$ cat src/rtl/pll_lock_supervisor_pkg.sv
// pll_sup_pkg: shared types and helpers for the PLL lock supervisor.
//   pll_state_e  - supervisor state encoding, also driven on the debug port
//                  'state'.
//   RETRY_W      - width of the retry_count output.
//   LOSS_W       - width of the lock_loss_count output.
//   timer_width  - width of the shared state timer, given the three timing
//                  parameters.
package pll_sup_pkg;

  typedef enum logic [2:0] {
    RESET_PLL = 3'd0,
    WAIT_LOCK = 3'd1,
    STABLE    = 3'd2,
    RUN       = 3'd3,
    FAILED    = 3'd4
  } pll_state_e;

  localparam int RETRY_W = 2;
  localparam int LOSS_W  = 8;

  // The timer holds a cycle count in the range 1..N, with 0 meaning "not yet
  // loaded", so it must be able to represent the largest N itself.
  function automatic int timer_width(input int a, input int b, input int c);
    int m;
    m = a;
    if (b > m) m = b;
    if (c > m) m = c;
    if (m < 1) return 1;
    return $clog2(m + 1);
  endfunction

endpackage

$ cat src/rtl/pll_lock_supervisor_if.sv
// pll_lock_supervisor_if: the signals between the supervisor and the
// SB_PLL40_CORE wrapper.
//   pll_lock   - PLL LOCK, driven by the PLL and asynchronous to the
//                supervisor clock.
//   pll_resetb - PLL RESETB, active-low, registered in the supervisor.
//   pll_bypass - PLL BYPASS, registered in the supervisor.
// There is no valid/ready handshake on this link: each signal is a level.
// The supervisor (master) drives the reset and bypass levels and only
// observes lock. The PLL side (slave) does the reverse.
interface pll_lock_supervisor_if;
  logic pll_lock;
  logic pll_resetb;
  logic pll_bypass;

  modport master (input pll_lock, output pll_resetb, output pll_bypass);
  modport slave  (output pll_lock, input pll_resetb, input pll_bypass);
endinterface

$ cat src/rtl/pll_lock_supervisor_sync_2ff.sv
// sync_2ff: a two-flop synchroniser for one asynchronous level.
// Ports:
//   clk - destination clock
//   rst - synchronous active-high reset; the output resets to 0
//   d   - asynchronous input
//   q   - synchronised output, lagging d by two clk cycles
module sync_2ff (
  input  logic clk,
  input  logic rst,
  input  logic d,
  output logic q
);
  logic meta;

  always_ff @(posedge clk) begin
    if (rst) begin
      meta <= 1'b0;
      q    <= 1'b0;
    end else begin
      meta <= d;
      q    <= meta;
    end
  end
endmodule

$ cat src/rtl/pll_lock_supervisor.sv
// pll_lock_supervisor: sequences an SB_PLL40_CORE from power-up to lock. It
// holds RESETB low, waits for LOCK with a timeout, retries, and falls back to
// FAILED (optionally with bypass). It releases the downstream sys_reset only
// after LOCK has been stable for STABLE_CYCLES.
// Ports:
//   clock_in        - free-running reference clock
//   reset           - synchronous, active-high
//   pll             - PLL link (lock in; resetb and bypass out)
//   relock_req      - single-cycle request to restart the sequence
//   sys_reset       - active-high reset for the PLL-clocked logic
//   ready           - high only in RUN
//   failed          - high only in FAILED
//   state           - current state encoding (debug)
//   retry_count     - attempts used in this sequence, saturating at 3
//   lock_loss_count - lock losses seen in RUN, saturating; cleared by reset
// All outputs are registered. They are decoded from the next state, so they
// change on the same edge as the state register.
module pll_lock_supervisor
  import pll_sup_pkg::*;
#(
  parameter int RESET_CYCLES   = 16,
  parameter int LOCK_TIMEOUT   = 10000,
  parameter int STABLE_CYCLES  = 1024,
  parameter int MAX_RETRIES    = 3,
  parameter bit BYPASS_ON_FAIL = 1'b1
) (
  input  logic                  clock_in,
  input  logic                  reset,
  pll_lock_supervisor_if.master pll,
  input  logic                  relock_req,
  output logic                  sys_reset,
  output logic                  ready,
  output logic                  failed,
  output logic [2:0]            state,
  output logic [RETRY_W-1:0]    retry_count,
  output logic [LOSS_W-1:0]     lock_loss_count
);

  localparam int TW = timer_width(RESET_CYCLES, LOCK_TIMEOUT, STABLE_CYCLES);
  // The internal retry counter must reach MAX_RETRIES even when that is
  // larger than the saturating 2-bit output.
  localparam int RC_RAW = $clog2(MAX_RETRIES + 2);
  localparam int RC_W   = (RC_RAW < 2) ? 2 : RC_RAW;

  pll_state_e           cur_state, next_state;
  logic [TW-1:0]        timer, timer_d, cur_dur, timer_dec;
  logic [RC_W-1:0]      retries, retries_d;
  logic [LOSS_W-1:0]    loss_d;
  logic                 lock_s, expired, reload;
  logic                 resetb_d, bypass_d, sys_reset_d, ready_d, failed_d;
  logic [RETRY_W-1:0]   retry_count_d;

  sync_2ff u_lock_sync (
    .clk (clock_in),
    .rst (reset),
    .d   (pll.pll_lock),
    .q   (lock_s)
  );

  function automatic logic [TW-1:0] state_dur(input pll_state_e s);
    case (s)
      RESET_PLL: return TW'(RESET_CYCLES);
      WAIT_LOCK: return TW'(LOCK_TIMEOUT);
      STABLE:    return TW'(STABLE_CYCLES);
      default:   return '0;
    endcase
  endfunction

  assign state = cur_state;

  always_ff @(posedge clock_in) begin
    if (reset) begin
      cur_state       <= RESET_PLL;
      timer           <= '0;
      retries         <= '0;
      lock_loss_count <= '0;
      pll.pll_resetb  <= 1'b0;
      pll.pll_bypass  <= 1'b0;
      sys_reset       <= 1'b1;
      ready           <= 1'b0;
      failed          <= 1'b0;
      retry_count     <= '0;
    end else begin
      cur_state       <= next_state;
      timer           <= timer_d;
      retries         <= retries_d;
      lock_loss_count <= loss_d;
      pll.pll_resetb  <= resetb_d;
      pll.pll_bypass  <= bypass_d;
      sys_reset       <= sys_reset_d;
      ready           <= ready_d;
      failed          <= failed_d;
      retry_count     <= retry_count_d;
    end
  end

  // Timer: loaded with N on state entry and expiring on the cycle it reads 1,
  // so a state lasts exactly N cycles. Zero appears only after reset. The
  // first cycle in that case counts as cycle 1 of RESET_PLL.
  always_comb begin
    cur_dur   = state_dur(cur_state);
    expired   = (timer == TW'(1)) || ((timer == '0) && (cur_dur == TW'(1)));
    timer_dec = (timer == '0) ? (cur_dur - TW'(1)) : (timer - TW'(1));
  end

  always_comb begin
    next_state = cur_state;
    retries_d  = retries;
    loss_d     = lock_loss_count;
    reload     = 1'b0;

    if (relock_req) begin
      // Restart wins over every other event. A lock loss in the same RUN
      // cycle is still counted.
      next_state = RESET_PLL;
      reload     = 1'b1;
      retries_d  = '0;
      if ((cur_state == RUN) && !lock_s && (lock_loss_count != '1))
        loss_d = lock_loss_count + LOSS_W'(1);
    end else begin
      case (cur_state)
        RESET_PLL: begin
          if (expired) begin
            next_state = WAIT_LOCK;
            reload     = 1'b1;
          end
        end
        WAIT_LOCK: begin
          if (lock_s) begin
            next_state = STABLE;
            reload     = 1'b1;
          end else if (expired) begin
            reload = 1'b1;
            if (retries < RC_W'(MAX_RETRIES)) begin
              retries_d  = retries + RC_W'(1);
              next_state = RESET_PLL;
            end else begin
              next_state = FAILED;
            end
          end
        end
        STABLE: begin
          if (!lock_s) begin
            next_state = WAIT_LOCK;
            reload     = 1'b1;
          end else if (expired) begin
            next_state = RUN;
            reload     = 1'b1;
          end
        end
        RUN: begin
          if (!lock_s) begin
            next_state = RESET_PLL;
            reload     = 1'b1;
            retries_d  = '0;
            if (lock_loss_count != '1)
              loss_d = lock_loss_count + LOSS_W'(1);
          end
        end
        FAILED: begin
          next_state = FAILED;
        end
        default: begin
          next_state = RESET_PLL;
          reload     = 1'b1;
          retries_d  = '0;
        end
      endcase
    end

    if (reload)
      timer_d = state_dur(next_state);
    else if ((cur_state == RUN) || (cur_state == FAILED))
      timer_d = timer;
    else
      timer_d = timer_dec;
  end

  // Output decode from the next state, registered above.
  always_comb begin
    resetb_d      = (next_state == WAIT_LOCK) || (next_state == STABLE) ||
                    (next_state == RUN);
    bypass_d      = (next_state == FAILED) && BYPASS_ON_FAIL;
    sys_reset_d   = !((next_state == RUN) ||
                      ((next_state == FAILED) && BYPASS_ON_FAIL));
    ready_d       = (next_state == RUN);
    failed_d      = (next_state == FAILED);
    retry_count_d = (retries_d >= RC_W'(3)) ? 2'd3 : retries_d[1:0];
  end

endmodule

$ cat src/flat_wrapper.sv
// flat-port wrapper written by rule: the top's interface ports become plain ports
module pll_lock_supervisor_flat import pll_sup_pkg::*;
#(
  parameter int RESET_CYCLES   = 16,
  parameter int LOCK_TIMEOUT   = 10000,
  parameter int STABLE_CYCLES  = 1024,
  parameter int MAX_RETRIES    = 3,
  parameter bit BYPASS_ON_FAIL = 1'b1
)
  (clock_in, reset, relock_req, sys_reset, ready, failed, state, retry_count, lock_loss_count, pll_pll_lock, pll_pll_resetb, pll_pll_bypass);
  pll_lock_supervisor_if pll_i ();
  input  logic clock_in;
  input  logic reset;
  input  logic relock_req;
  output logic sys_reset;
  output logic ready;
  output logic failed;
  output logic [2:0] state;
  output logic [RETRY_W-1:0] retry_count;
  output logic [LOSS_W-1:0] lock_loss_count;
  input wire logic [$bits(pll_i.pll_lock)-1:0] pll_pll_lock;
  output wire logic [$bits(pll_i.pll_resetb)-1:0] pll_pll_resetb;
  output wire logic [$bits(pll_i.pll_bypass)-1:0] pll_pll_bypass;
  assign pll_i.pll_lock = pll_pll_lock;
  assign pll_pll_resetb = pll_i.pll_resetb;
  assign pll_pll_bypass = pll_i.pll_bypass;
  pll_lock_supervisor #(.RESET_CYCLES(RESET_CYCLES), .LOCK_TIMEOUT(LOCK_TIMEOUT), .STABLE_CYCLES(STABLE_CYCLES), .MAX_RETRIES(MAX_RETRIES), .BYPASS_ON_FAIL(BYPASS_ON_FAIL)) u_core (.clock_in(clock_in), .reset(reset), .pll(pll_i), .relock_req(relock_req), .sys_reset(sys_reset), .ready(ready), .failed(failed), .state(state), .retry_count(retry_count), .lock_loss_count(lock_loss_count));
endmodule
$ cat config.mk
export PLATFORM = sky130hd
export DESIGN_NAME = pll_lock_supervisor_flat
export DESIGN_NICKNAME = d
export VERILOG_FILES = /design/src/rtl/pll_lock_supervisor_pkg.sv /design/src/rtl/pll_lock_supervisor_if.sv /design/src/rtl/pll_lock_supervisor_sync_2ff.sv /design/src/rtl/pll_lock_supervisor.sv /design/src/flat_wrapper.sv
export SDC_FILE = /design/constraint.sdc
export NUM_CORES = 1
export LEC_CHECK = 0
export ABC_AREA = 1
export ABC_CLOCK_PERIOD_IN_PS = 1350
export CORE_ASPECT_RATIO = 1.2
export CORE_MARGIN = 3
export CORE_UTILIZATION = 50
export CTS_BUF_LIST = sky130_fd_sc_hd__clkbuf_16
export DETAILED_ROUTE_END_ITERATION = 10
export PLACE_DENSITY = 0.76
export SYNTH_ARGS = -nofsm -noshare
export SYNTH_HDL_FRONTEND = slang
export SYNTH_HIERARCHICAL = 1
export SYNTH_SLANG_ARGS = --single-unit
export TNS_END_PERCENT = 1
$ cat constraint.sdc
create_clock -name clock_in -period 1.35 [get_ports clock_in]
set_input_delay 0.3375 -clock clock_in [delete_from_list [all_inputs] [get_ports clock_in]]
set_output_delay 0.3375 -clock clock_in [all_outputs]
set_load 0.03 [all_outputs]
==> results.toml, run 1 <==
[run_status]
status = "complete, but fails checks"
violations = "setup timing"

[synth]
yosysMostFrequentCell = "nand2_1"
yosys-top-cells-area = "dfxtp_1, nand2_1, nor2_1"
synth_edf_count = 0
async_flop_share_pct = 0
ys.flop_type = "dfxtp_1"
ys_seq_area_share_pct = 32.97
yosysTopAreaCell = "dfxtp_1"
yosys-top-cells-count = "nand2_1, nor2_1, inv_1, dfxtp_1, a21oi_1"
yosysUniqueCellTypes = 36
ys_ff_latch = 36
avgSynthCellArea_um2 = 6.505
yosysTopAreaCellShare_pct = 32.97
synth_nets = 345
synth_warnings = 6
synthCells = 336
syn_area_mm2 = 0.002186

[sta]
slew_viol_final = 0
fin_crit_sh_pct = 123.6
min_period_ns = 1.669
max_freq_mhz = 599.1
setup_viol = 29
rsz0062_at_grt = "true"
fin_ws_ns = -0.3192
maxSlewHeadroom_pct = 69.46
skew_ns = 0.006532
worst_pin_slew_ns = 0.4576
hold_violations = 0

[place]
pre_cts_ws_ns = -0.4427
dp_hpwl_um = 4629
port_buffers = 21
place_congestion = 0.8837

[setup_path]
timing.rr.end = "u_core/timer[13]$_SDFFE_PP0P_"
cp-end-kind = "flip-flop"
ff2ff_path_depth = 12
worstReg2RegStart = "u_core/state[1]$_SDFF_PP0_"
critPathCapture = "u_core/timer[13]$_SDFFE_PP0P_"
critical_path_class = "flip-flop to flip-flop"
crit_required_ns = 1.52
reg2reg_setup_slack_ns = -0.32
cp_max_fo = 8
cp-start-kind = "flip-flop"
worstPathArrival_ns = 1.84
crit_path_start = "u_core/state[1]$_SDFF_PP0_"

[cts]
cts_root_buffer = "clkbuf_16"
cts_max_path_buffers = 2
cts_buffers = 5
htree_levels = 2
clock_sinks = 36
holdBufCountCts = 0
cts_tree = "done"
clock_latency_ns = 0.28
cts.clk_slew.worst_paths_ns = 0.06

[floorplan]
rows = 25
pin_count = 22
coreArea_mm2 = 0.004066
start_util_pct = 53.75
fp.dieW_um = 66.36
die_y_um = 78.43
fp.dieArea_mm2 = 0.005204

[drt]
wl_per_cell_um = 13.76
drtPass1Iterations = 4
drc = 0
vias = 2499
vias_per_cell = 5.131
dr.first_iter.drc_count = 166
ant_nets = 0
wl_um = 6702

[worst_hold_path]
holdCritPathClass = "flip-flop to flip-flop"

[finish]
multi_input_area_mm2 = 0.001473
drive_gt1_share_pct = 40.65
area_delta_synth_final_pct = 52.78
num-fill-cells = 247
final_nets = 441
fin_util_pct = 82.12
seq_area_um2 = 745.7
num_antenna_cells = 0

[pwr]
total_power_mw = 4.628
power.density_mw_per_mm2 = 1386
power.leakage_nw = 1.700
ir_worst_vdd_v = 0.001067

[grt]
grt_pass1_wl_um = 10470
grt_usage_pct = 25.85
overflow = 0
antenna_found_initial = 0
grt_max_degree = 14
grt_pass1_vias = 2356

[run]
max-cap-violations = 0
[worst min-delay path by stage]
stage                                       startpoint                               to  slack [ns]  cells past startpoint
floorplan           u_core/u_lock_sync/meta$_SDFF_PP0_  u_core/u_lock_sync/q$_SDFF_PP0_        0.39                      2
global placement    u_core/u_lock_sync/meta$_SDFF_PP0_  u_core/u_lock_sync/q$_SDFF_PP0_        0.39                      2
finish              u_core/u_lock_sync/meta$_SDFF_PP0_  u_core/u_lock_sync/q$_SDFF_PP0_        0.41                      2
detailed placement  u_core/u_lock_sync/meta$_SDFF_PP0_  u_core/u_lock_sync/q$_SDFF_PP0_        0.40                      2
CTS                 u_core/u_lock_sync/meta$_SDFF_PP0_  u_core/u_lock_sync/q$_SDFF_PP0_        0.41                      2
global route        u_core/u_lock_sync/meta$_SDFF_PP0_  u_core/u_lock_sync/q$_SDFF_PP0_        0.42                      2
[report_power, final]
part,switching (mW),internal (mW),total (mW)
clock,0.452,0.679,1.13
combinational,1.23,1.02,2.25
sequential,0.0962,1.15,1.25
[layer usage]
metal  share of wire, %  GRT usage, %
met1                 40         29.68
met2                 53         46.57
met3                4.1         4.149
met4                3.2         10.16
met5                  0             0
[sequential cells by signal (all words and copies together), names as in the netlist]
name	flops
u_core/retry_count	2
u_core/state	3
u_core/pll.pll_resetb	1
u_core/retries	3
u_core/u_lock_sync/q	1
u_core/timer	14
u_core/failed	1
u_core/u_lock_sync/meta	1
u_core/lock_loss_count	8
u_core/sys_reset	1
u_core/ready	1
[through the flow]
step                hold slack [ns]  TNS (ns)  std cells  instance area [um^2]
floorplan                    0.3883    -1.102        336                  2252
global placement             0.3927    -7.379        477                  3003
detailed placement           0.3999    -8.550        477                  3003
CTS                          0.4090    -4.640        485                  3202
finish                       0.4050    -5.524        487                  3339
global route                 0.4244    -8.527        487                  3339
[area by class of cell]
cell class	count	area share [%]
well taps	54	2.023
flip-flops and latches	36	22.33
clock inverters	3	0.5620
inverters	45	5.283
multi-input cells	250	44.10
clock buffers	5	3.747
repair buffers	94	21.96
[layout by cell type (no fill, tap or decap), drive strengths merged, types with 2 or more instances in the layout]
master / n
clkdlybuf4s15: 2
clkdlybuf4s50: 3
xor2: 3
a21oi: 26
buf: 84
inv: 45
ha: 5
nand3: 22
nor2: 70
xnor2: 2
clkbuf: 6
a31oi: 2
nand2: 84
nor3: 6
o21ai: 16
dlygate4sd2: 4
clkinv: 3
a21boi: 2
dfxtp: 36
nand4: 4
or2: 4
[kinds of logic (layout without fill, tap and decap cells)]
group                      Yosys count  count (layout)  share of synthesized area, %
adders and majority gates            5               5                         2.862
DFF                                 36              36                         32.97
and+or+nand+nor                    192             192                         40.93
AOI/OAI and AO/OA                   48              48                         11.91
xor gates and xnor gates             5               5                         2.004
buffers and inverters               50             147                         9.330
[critical path, cell delays in order (launching register included)]
cell and delay, ns:
dfxtp_4 0.36, inv_1 0.07, nand2_2 0.08, nand2_2 0.09, nand2_1 0.08, nor2_1 0.15, nand2_1 0.12, inv_2 0.08
nand3_4 0.13, nor2_4 0.22, nand2_1 0.08, nand2_1 0.06, a21oi_1 0.04
[repair_timing]
item / in CTS / in global routing
endpoints found under the setup margin: 38 / 37
pin swaps: 5 / 13
buffers inserted: 0 / 2
resized for setup: 23 / 39
(Power assumes the default switching activity.)
==> inputs of run 2 (changes only) <==
- CTS_CLUSTER_SIZE: not set -> 14
==> results of run 2 <==
The final DEF is identical to that of run 1; final timing and power are the same.
==> inputs of run 3 (changes only) <==
- CAP_MARGIN: not set -> 20
- CORE_MARGIN: 3 -> 2
==> run 3 against run 2 <==
  * The flow still finishes with violations (setup timing)
  * Flip-flop and latch count did not move
  * Sequential power is essentially flat
  * Register-to-register slack better by 0.04 ns
  * Final cell count shrank 0.62%
  * Cell area fell by 1.3%
  * Clock power shrank 4%
  * Non-clock buffer count is 5 lower
  * Combinational power rose by 5%
  * Global-route usage rose by 1.7 points
  * Routed wire length down 2.8%
  * First-iteration DRC count increased by 0.60%
  * Highest routed layer unchanged
==> results.toml, run 3 (synthesized netlist as in run 1, its figures left out) <==
[run_status]
status = "complete, but fails checks"
violations = "setup timing"

[floorplan]
fp.dieArea_mm2 = 0.004919
coreArea_mm2 = 0.004229
start_util_pct = 51.69
die_y_um = 76.43
pin_count = 22
rows = 26
fp.dieW_um = 64.36

[cts]
cts_root_buffer = "clkbuf_16"
htree_levels = 2
cts_buffers = 5
clock_sinks = 36
holdBufCountCts = 0
cts_tree = "done"
cts.clk_slew.worst_paths_ns = 0.05
cts_max_path_buffers = 2
clock_latency_ns = 0.28

[setup_path]
critical-path-top-delay-family = "simple AND/OR/NAND/NOR gates"
max_stage_delay_ns = 0.35
cp-start-kind = "flip-flop"
crit_chain = "nor2_4 -> nand2_4 -> nor2_4 -> buf_6 -> nand4_1 -> or2_1 -> o21ai_1 -> nand2_1 -> nand2_1 -> nand2_1"
worst-path-buf-inv = 1
critical_path_class = "flip-flop to flip-flop"
worstPathArrival_ns = 1.80
crit_required_ns = 1.52
cp-end-kind = "flip-flop"
cp_max_fo = 4
path_common_cell = "nand2_1"
critPathSlowestCell = "dfxtp_2"

[pwr]
p_switching_mw = 1.829
p_comb_share_pct = 50.1
p_int_mw = 2.880
swShare_pct = 38.84
power.density_mw_per_mm2 = 1429
power_frac_clock_pct = 23.0
seqPwrFrac_pct = 26.9
power.leakage_nw = 1.644
ir_worst_vdd_v = 0.0009912
total_power_mw = 4.709

[sta]
worst_pin_slew_ns = 0.4541
min_period_ns = 1.630
max_freq_mhz = 613.4
rsz0062_at_grt = "true"
timing.setup.tns_ns = -4.662
slew_viol_final = 0
skew_ns = 0.003208
setup_viol = 29
fin_crit_sh_pct = 120.8
maxSlewHeadroom_pct = 69.69
hold_violations = 0
fin_ws_ns = -0.2801

[grt]
antenna_found_initial = 0
grt_max_degree = 14
overflow = 0
grt_pass1_vias = 2430
grt_usage_pct = 27.59
grt_pass1_wl_um = 10620

[worst_hold_path]
holdCritPathClass = "flip-flop to flip-flop"

[drt]
wl_per_cell_um = 13.46
dr.first_iter.drc_count = 167
wl_um = 6514
drtPass1Iterations = 4
vias_per_cell = 5.192
ant_nets = 0
vias = 2513
drc = 0

[finish]
layout_common_cells = "buf_4, nand2_1, nor2_1, inv_1, a21oi_1"
num_antenna_cells = 0
final_common_cell = "buf_4"
drive_gt1_share_pct = 39.25
area_delta_synth_final_pct = 50.72
design_area_mm2 = 0.003294
regMostFlops = "u_core/timer"
largest_reg_flops = 14
final_nets = 436
top_regs = "u_core/timer: 14 flops, u_core/lock_loss_count: 8 flops"

[place]
port_buffers = 21
pre_cts_ws_ns = -0.4128
place_congestion = 0.8984
place_area_mm2 = 0.002953
dp_hpwl_um = 4476

[run]
max-cap-violations = 0
## run 3: changes by cell type in the layout (fill, tap and decap cells not counted), sizes merged
cell	before	now
buf	84	79
clkdlybuf4s15	2	5
clkinv	3	1
dlygate4sd2	4	2
clkbuf	6	5
clkinvlp	0	1
inv	45	46
## run 3: worst paths after layout
path | start | to | slack (ns) | depth (start not counted)
worst max-delay path | u_core/timer[5]$_SDFFE_PP0P_ | u_core/retry_count[1]$_SDFF_PP0_ | -0.28 | 10
worst max register to register | u_core/timer[5]$_SDFFE_PP0P_ | u_core/retry_count[1]$_SDFF_PP0_ | -0.28 | 10
worst min-delay path | u_core/u_lock_sync/meta$_SDFF_PP0_ | u_core/u_lock_sync/q$_SDFF_PP0_ | 0.41 | 2
worst min register to register | u_core/u_lock_sync/meta$_SDFF_PP0_ | u_core/u_lock_sync/q$_SDFF_PP0_ | 0.41 | 2
## run 3: timing repair
item                       CTS  global route
gates resized for setup     37            23
setup endpoints to repair   39            38
setup buffers                4             0
pin swaps                   15             7
## run 3: power by group through the flow
stage	registers [mW]	clock network (mW)	logic, mW
after floorplan	1.27	0	1.20
after global placement	1.25	0	1.87
after detailed placement	1.25	0	1.89
after CTS	1.26	1.10	2.22
after global routing	1.28	1.14	2.54
final	1.27	1.08	2.36
## run 3: worst register-to-register path: stages (launching register included)
cell and delay [ns]:
dfxtp_2 0.35, nor2_4 0.14, nand2_4 0.10, nor2_4 0.13, buf_6 0.12, nand4_1 0.10, or2_1 0.26, o21ai_1 0.14
nand2_1 0.07, nand2_1 0.07, nand2_1 0.05
## run 3: cell type report
class	instances	area [um^2]
Sequential cell	36	754.5
Inverter	45	173.9
Fill cell	279	934.6
Clock inverter	3	15.01
Tap cell	56	70.07
Timing Repair Buffer	89	706.9
Clock buffer	5	125.1
Multi-Input combinational cell	250	1449
## run 3: layer usage
metal,GRT usage (%),share of wire (%),vias up
li1,-,-,1249
met1,30.06,38,1169
met2,50.73,54,72
met3,4.136,4.0,23
met4,13.62,3.9,0
met5,0,0,-
## run 3: stage by stage
stage          util [%]  cells  hold slack [ns]
6_report          77.90    484           0.4145
5_1_grt           77.90    484           0.4361
4_1_cts           76.48    484           0.4169
3_5_place_dp      69.82    472           0.4092
3_3_place_gp      69.82    472           0.3947
2_1_floorplan         -    336           0.3883
